File: config.mk
export PLATFORM = sky130hd
export DESIGN_NAME = comp_bit_packer
export DESIGN_NICKNAME = d
export VERILOG_FILES = /design/src/rtl/comp_pkg.sv /design/src/rtl/comp_bit_merge.sv /design/src/rtl/comp_bit_packer.sv
export SDC_FILE = /design/constraint.sdc
export NUM_CORES = 1
export LEC_CHECK = 0
export CAP_MARGIN = 20
export CORE_UTILIZATION = 62
export CTS_BUF_LIST = sky130_fd_sc_hd__clkbuf_4 sky130_fd_sc_hd__clkbuf_8
export DETAILED_ROUTE_END_ITERATION = 12
export PLACE_DENSITY = 0.88
export SLEW_MARGIN = 20
export SYNTH_ARGS = -nofsm -noshare
export SYNTH_HDL_FRONTEND = slang
export SYNTH_SLANG_ARGS = --single-unit
File: constraint.sdc
create_clock -name clk -period 5.7 [get_ports clk]
set_input_delay 0.57 -clock clk [delete_from_list [all_inputs] [get_ports clk]]
set_output_delay 0.57 -clock clk [all_outputs]
set_load 0.01 [all_outputs]
File: src/rtl/comp_pkg.sv
`default_nettype none
// comp_pkg: shared state encoding and sizing constants for the bit packer.
// Rev 1.0
package comp_pkg;

    typedef enum logic [1:0] {
        PACK  = 2'd0,
        FLUSH = 2'd1,
        DONE  = 2'd2
    } state_t;

    localparam int ACC_W  = 48;
    localparam int WORD_W = 32;
    localparam int CODE_W = 16;
    localparam int LEN_W  = 5;
    localparam int CNT_W  = 6;

endpackage
`default_nettype wire

File: src/rtl/comp_bit_merge.sv
`default_nettype none
// comp_bit_merge: masks a code to its clipped length and appends it below the
// occupied bits of the MSB-aligned accumulator. Rev 1.0
module comp_bit_merge #(
    parameter int CODE_W = 16
) (
    input  logic [comp_pkg::ACC_W-1:0] acc,
    input  logic [comp_pkg::CNT_W-1:0] bit_cnt,
    input  logic [CODE_W-1:0]          code,
    input  logic [comp_pkg::LEN_W-1:0] len,
    output logic [comp_pkg::ACC_W-1:0] acc_next,
    output logic [comp_pkg::CNT_W-1:0] cnt_next
);
    import comp_pkg::*;

    logic [LEN_W-1:0]  len_clip;
    logic [CODE_W-1:0] masked;
    logic [CNT_W-1:0]  shift;

    always_comb begin
        len_clip = (len > 5'd16) ? 5'd16 : len;
        // Shifting all-ones by the full width yields zero, so len 16 keeps every bit.
        masked   = code & ~({CODE_W{1'b1}} << len_clip);
        shift    = CNT_W'(ACC_W) - bit_cnt - {1'b0, len_clip};
        acc_next = acc | ({{(ACC_W-CODE_W){1'b0}}, masked} << shift);
        cnt_next = bit_cnt + {1'b0, len_clip};
    end

endmodule
`default_nettype wire

File: src/rtl/comp_bit_packer.sv
`default_nettype none
// comp_bit_packer: packs variable-length codes into MSB-first words with flush.
// Optional COMP_PACKER_CNT_EN adds a per-image word_count output. Rev 1.0
module comp_bit_packer #(
    parameter int WORD_W = 32,
    parameter int CODE_W = 16
) (
    input  logic              clk,
    input  logic              rst,
    input  logic              in_valid,
    output logic              in_ready,
    input  logic [CODE_W-1:0] in_code,
    input  logic [4:0]        in_len,
    input  logic              in_last,
    input  logic              full,
    output logic              wr_en,
    output logic [WORD_W-1:0] data_out,
    output logic              done
`ifdef COMP_PACKER_CNT_EN
    ,
    output logic [11:0]       word_count
`endif
);
    import comp_pkg::*;

    state_t             state, state_next;
    logic [ACC_W-1:0]   acc, acc_next, merged_acc;
    logic [CNT_W-1:0]   bit_cnt, cnt_next, merged_cnt;
    logic               handshake, emit_word, emit_tail;

    comp_bit_merge #(.CODE_W(CODE_W)) u_merge (
        .acc      (acc),
        .bit_cnt  (bit_cnt),
        .code     (in_code),
        .len      (in_len),
        .acc_next (merged_acc),
        .cnt_next (merged_cnt)
    );

    always_comb begin
        state_next = state;
        acc_next   = acc;
        cnt_next   = bit_cnt;
        in_ready   = (state == PACK) && (bit_cnt < CNT_W'(WORD_W));
        handshake  = in_valid && in_ready;
        emit_word  = bit_cnt >= CNT_W'(WORD_W);
        emit_tail  = (state == FLUSH) && (bit_cnt != '0) && !emit_word;
        wr_en      = !full && (emit_word || emit_tail);
        data_out   = acc[ACC_W-1 -: WORD_W];
        done       = (state == DONE);

        // Handshake and emit are mutually exclusive because in_ready needs bit_cnt < WORD_W.
        if (wr_en) begin
            if (emit_word) begin
                acc_next = acc << WORD_W;
                cnt_next = bit_cnt - CNT_W'(WORD_W);
            end else begin
                acc_next = '0;
                cnt_next = '0;
            end
        end else if (handshake) begin
            acc_next = merged_acc;
            cnt_next = merged_cnt;
        end

        case (state)
            PACK:    if (handshake && in_last) state_next = FLUSH;
            FLUSH:   if (bit_cnt == '0) state_next = DONE;
            DONE:    state_next = PACK;
            default: state_next = PACK;
        endcase
    end

    always_ff @(posedge clk or negedge rst) begin
        if (!rst) begin
            state   <= PACK;
            acc     <= '0;
            bit_cnt <= '0;
        end else begin
            state   <= state_next;
            acc     <= acc_next;
            bit_cnt <= cnt_next;
        end
    end

`ifdef COMP_PACKER_CNT_EN
    always_ff @(posedge clk or negedge rst) begin
        if (!rst) begin
            word_count <= '0;
        end else if (done) begin
            word_count <= '0;
        end else if (wr_en && (word_count != 12'hFFF)) begin
            word_count <= word_count + 12'd1;
        end
    end
`endif

endmodule
`default_nettype wire
## After elaboration in Yosys (flattened, before gate mapping)

Cells that the tools add are included.

| word-level totals | value |
|---|---|
| output and inout bits | 35 |
| register bits | 56 |
| bits of input ports | 26 |

| operators by class | value |
|---|---|
| bitwise operators | 3 |
| magnitude comparators | 3 |
| reductions and logical operators | 14 |
| multiplexer cells | 10 |
| shifts and indexed selects | 2 |
| eq/ne operators | 4 |
| $add $sub $neg | 4 |

Operator list:

| operator | count |
|---|---|
| two-way mux 48 bit | 3 |
| bitwise OR 48 bit | 1 |
| left shift 16 x 6 -> 48 bit | 1 |
| two-way mux 6 bit | 3 |
| bitwise AND 16 bit | 1 |
| inverter 16 bit | 1 |
| left shift 16 x 5 -> 16 bit (first input constant) | 1 |
| adder 6 x 5 -> 6 bit | 1 |
| >= comparator 6 bit (second input constant) | 1 |
| logical AND 1 bit | 6 |
| zero test 6 bit | 1 |
| less-than comparator 6 bit (second input constant) | 1 |
| nonzero test 6 bit | 1 |
| subtractor 6 x 5 -> 6 bit | 1 |
| subtractor 6 bit (first input constant) | 1 |
| subtractor 6 bit (second input constant) | 1 |
| > comparator 5 bit (second input constant) | 1 |
| two-way mux 5 bit | 1 |
| two-way mux 2 bit | 2 |
| != test 2 x 1 -> 1 bit (second input constant) | 2 |
| case mux 2 bit (2 select lines) | 1 |
| equality test 2 x 1 -> 1 bit (second input constant) | 1 |
| equality test 2 bit (second input constant) | 1 |
| zero test 1 bit | 2 |
| other kinds (4) | 4 |

## Logic depth before layout (Yosys ltp)

| depth | value |
|---|---|
| depth after elaboration | 9 |
| gate-level depth with buffers | 17 |
| depth with buffers taken out | 13 |

## Modules after synthesis

Synthesis repeated with hierarchy kept, for this count alone.

| second synthesis, totals | value |
|---|---|
| cell total of the unflattened synthesis | 639 |
| area total of the unflattened synthesis | 5356.4 um^2 |

Modules (own cells, without submodules):

| module | cells each | times used | area each (um^2) |
|---|---|---|---|
| comp_bit_packer | 276 | 1 | 2708.8 |
| comp_bit_merge | 363 | 1 | 2647.5 |

## Worst setup path before layout

Ideal clock, no wire load.

| timing path | value |
|---|---|
| kind | input-to-reg |
| start | input port in_len[4] |
| end | register acc[37] |
| setup slack | 2.119 ns |
| library setup time | 0.144 ns |
| stages on the path | 15 |
| arrival | 3.437 ns |
| required time | 5.556 ns |
| cell sequence | buf_4 > buf_6 > inv_2 > nand2_1 > inv_1 > ha_1 > inv_1 > ha_1 > fa_1 > xnor2_2 > buf_2 > clkbuf_1 > a21oi_1 > a211oi_1 > o221ai_1 |

| on the way | value |
|---|---|
| longest elaborated chain between the ends | 9 |
| elaborated cells between the ends (all ways) | 10 |

Ends and longest elaborated chain:

| element | line | source |
|---|---|---|
| start, declared | comp_bit_packer.sv:13 | `input logic [4:0] in_len,` |
| > comparator 5 bit | comp_bit_merge.sv:21 | `len_clip = (len > 5'd16) ? 5'd16 : len;` |
| two-way mux 5 bit (*) | comp_bit_merge.sv:21 |  |
| left shift 16 x 5 -> 16 bit | comp_bit_merge.sv:23 | `masked = code & ~({CODE_W{1'b1}} << len_clip);` |
| inverter 16 bit | comp_bit_merge.sv:23 |  |
| bitwise AND 16 bit | comp_bit_merge.sv:23 |  |
| left shift 16 x 6 -> 48 bit (*) | comp_bit_merge.sv:25 | `acc_next = acc \| ({{(ACC_W-CODE_W){1'b0}}, masked} << shift);` |
| bitwise OR 48 bit (*) | comp_bit_merge.sv:25 |  |
| two-way mux 48 bit (*) | comp_bit_packer.sv:61 | `end else if (handshake) begin` |
| two-way mux 48 bit (*) | comp_bit_packer.sv:53 | `if (wr_en) begin` |
| end signal, assigned | comp_bit_packer.sv:81 | `acc <= acc_next;` |
| end, declared | comp_bit_packer.sv:27 | `logic [ACC_W-1:0] acc, acc_next, merged_acc;` |

Mark *: on every way between the ends. The rest lies on a longest branch, timed or not. The select of a mux whose other input is x is not followed.
A chain may end at the register's enable or synchronous reset.

## Worst setup path in the final report

| timing path | value |
|---|---|
| start | input port in_len[3] |
| end | register acc[26] |

The elaborated chain is that of the path after synthesis.

==> flow_metrics.tcl <==
set metrics [dict create \
    layout-drive-gt1-share 0.08958 \
    cellLeakagePower_nw 2.111 \
    clock_path_buffers 2 \
    vias 4513 \
    ir_drop_mv 0.4232 \
    syn_nets 579 \
    worstMarginPinSlew_ns 0.8425 \
    clock_latency_ns 0.31 \
    p_sw_mw 1.843 \
    p_seq_frac 0.180 \
    rsz0062_at_grt "false" \
    outcome "finished, final reports clean" \
    cts_buffers 5 \
    grt_pass1_vias 4087 \
    setup_viol 0 \
    ys_ff_latch 56 \
    syn_inst 537 \
    final_nets 589 \
    grt_max_degree 57 \
    synth_top_family_by_area "compound AO/OA/AOI/OAI gates" \
    clkSlewWorstSetupHoldPaths_ns 0.10 \
    synth-edff-count 0 \
    tritoncts "yes" \
    critPathArrivalTime_ns 4.36 \
    synth_xor_area_frac 0.02223 \
    yosysSeqAreaShare 0.3037 \
    crit_chain "clkdlybuf4s50_1 > nand2_1 > ha_1 > ha_1 > xnor2_2 > buf_4 > nand2_1 > o221ai_1 > o32ai_1 > a221o_1" \
    async_flop_share 1.000 \
    fin_crit_sh 0.7292 \
    drt_iter0_drc 658 \
    post-place-ws_ns 1.257 \
    synth.area.mux_share 0.02657 \
    coreArea_mm2 0.007214 \
    io_pins 61 \
    slowest_stage "clkdlybuf4s50_1" \
    yosys_warnings 0 \
    postRouteAntennaNets 0 \
    worstSetupStartpointType "primary input" \
    hold_path.class "in -> async" \
    timing.setup.tns_ns 0 \
    post-route-drc-count 0 \
    syn_area_mm2 0.004614 \
    ys.flop_type "dfrtp_1" \
    area_growth_pct 10.90 \
    synth_cell_types 81 \
    power_density_mw_per_mm2 674.3 \
    routed_wl_mm 14.03 \
    slew_headroom 0.4356 \
    track_usage 0.3764 \
    first_pass_iters 6 \
    gr-total-overflow 0 \
    htreeDepth 2 \
    required_ns 5.90 \
    worstPathMaxFanout 15 \
    synthAdderAreaFrac 0.04826 \
    place_area_mm2 0.004989 \
    port_buffers 60 \
    final_cell_area_mm2 0.005117 \
    slew_viol_final 0 \
    rrSetupSlack_ns 2.16 \
    wl_per_cell_um 21.72 \
    critical_path.top_delay_family "buffers and inverters" \
    viasPerCell 6.986 \
    cts_root_buffer "clkbuf_8" \
    post-route-min-period_ns 4.156 \
    chipHeight_um 88.27 \
    fin_ws_ns 1.544 \
    path_class "in -> reg" \
    start_util 0.6396 \
    dieArea_mm2 0.007792 \
    post_cts_buffers 0 \
    post-dp-hpwl_mm 10.36 \
    fin_skew_ns 0.007512 \
    fmax_mhz 240.6 \
    cpPeakStageDelay_ns 0.95 \
    cp.buffers_inverters 2 \
    hold_viol_final 0 \
    diodes 0 \
    cts_num_sinks 56 \
    comb_power_share 0.732 \
    ctsResizeCount 0 \
    synth_simple_gate_area_share 0.1836 \
    fp.dieW_um 88.27 \
    syn_area_per_cell_um2 8.593 \
    grt_pass1_wl_mm 22.04 \
    switching_share 0.5342 \
    max_cap_viol_count 0 \
    holdBufCountCts 0 \
    synth_compound_area_frac 0.2969 \
    antenna_found_initial 0 \
    clkPwrFrac 0.088 \
    endpoint_kind "register" \
    rows 31 \
    place.gp.congestion 1.048 \
    p_int_mw 1.607 \
    finish.utilization 0.7093 \
]
[flip-flops by register name (all words and copies together) (netlist names)]
name	flops
bit_cnt	6
acc	48
state	2
[cell usage after synthesis, drive strengths merged, types with 5 or more instances]
master,n,area (um^2)
nor3b,5,52.55
nand3,11,55.05
nor2b,5,31.28
nor3,20,121.4
ha,13,162.7
a21o,5,37.54
buf,57,405.4
o211ai,5,51.30
dfrtp,56,1401
o22ai,8,50.05
a21oi,22,113.9
a22o,9,78.83
xnor2,7,76.32
a32oi,5,43.79
nand2b,6,37.54
a222oi,6,60.06
clkbuf,14,52.55
a22oi,10,75.07
nor2,25,96.35
mux2i,10,100.1
a31oi,9,56.30
a211oi,9,82.58
o21ai,41,205.2
nand2,70,262.8
o221ai,17,161.4
inv,24,90.08
nor4,7,65.06
[through the flow]
step,instances,hold WS [ns],power (mW)
after detailed placement,639,0.4753,3.066
after floorplan,537,0.2744,2.439
after global routing,646,0.4702,3.651
after global placement,639,0.4657,3.001
final,646,0.3877,3.451
after CTS,646,0.4156,3.373
[layout make-up]
| type | instances | area [um^2] |
|---|---|---|
| clock buffer | 5 | 68.82 |
| tap | 99 | 123.9 |
| timing repair buffer | 74 | 700.7 |
| fill | 605 | 2097 |
| sequential | 56 | 1401 |
| multi-input combinational | 386 | 2673 |
| inverter | 24 | 90.09 |
| clock inverter | 2 | 60.06 |
[per-layer routing]
metal	vias to the layer above	track usage	share of wire
li1	1999	-	-
met1	2152	0.5327	0.42
met2	307	0.5671	0.44
met3	55	0.08209	0.10
met4	0	0.1349	0.031
met5	-	0	0
[logic make-up (layout without fill, tap and decap cells)]
| group | Yosys count | count (layout) |
|---|---|---|
| flip-flops | 56 | 56 |
| multiplexers | 11 | 11 |
| XOR/XNOR | 10 | 10 |
| AND/OR/NAND/NOR | 166 | 166 |
| buffers and inverters | 95 | 105 |
| AO/OA/AOI/OAI | 183 | 183 |
| adder cells (fa/ha/maj) | 16 | 16 |
[power by group through the flow]
stage / logic, mW / registers, mW / clock network, mW
floorplan: 1.85 / 0.591 / 0
global placement: 2.39 / 0.615 / 0
detailed placement: 2.44 / 0.624 / 0
CTS: 2.45 / 0.617 / 0.306
global route: 2.70 / 0.632 / 0.321
finish: 2.53 / 0.620 / 0.305
[layout by cell type (no fill, tap or decap), drive strengths merged, types with 3 or more instances in the layout]
cell type      count
a211oi             9
a21o               5
a21oi             22
a221oi             3
a222oi             6
a22o               9
a22oi             10
a31oi              9
a32oi              5
and2               3
buf               15
clkbuf             5
clkdlybuf4s50     59
dfrtp             56
fa                 3
ha                13
inv               24
mux2i             10
nand2             70
nand2b             6
nand3             11
nand4              3
nor2              25
nor2b              5
nor3              20
nor3b              5
nor4               7
o211a              3
o211ai             5
o21ai             41
o221ai            17
o22a               3
o22ai              8
or3                3
xnor2              7
xor2               3
[final timing paths]
check	from	endpoint	cells after the start
max	in_len[3]	acc[26]	10
min	rst	state[0]	2
max reg2reg	bit_cnt[1]	acc[26]	10
min reg2reg	acc[11]	acc[11]	2
max in group asynchronous	rst	acc[47]	2
min in group clk	acc[11]	acc[11]	2
[worst register-to-register path: stages (launching register included)]
cell,delay (ns)
dfrtp_1,0.45
ha_1,0.31
inv_1,0.04
ha_1,0.22
fa_1,0.53
xnor2_2,0.72
buf_4,0.32
nand2_1,0.09
o221ai_1,0.20
o32ai_1,0.17
a221o_1,0.38
(Power assumes the default switching activity.)
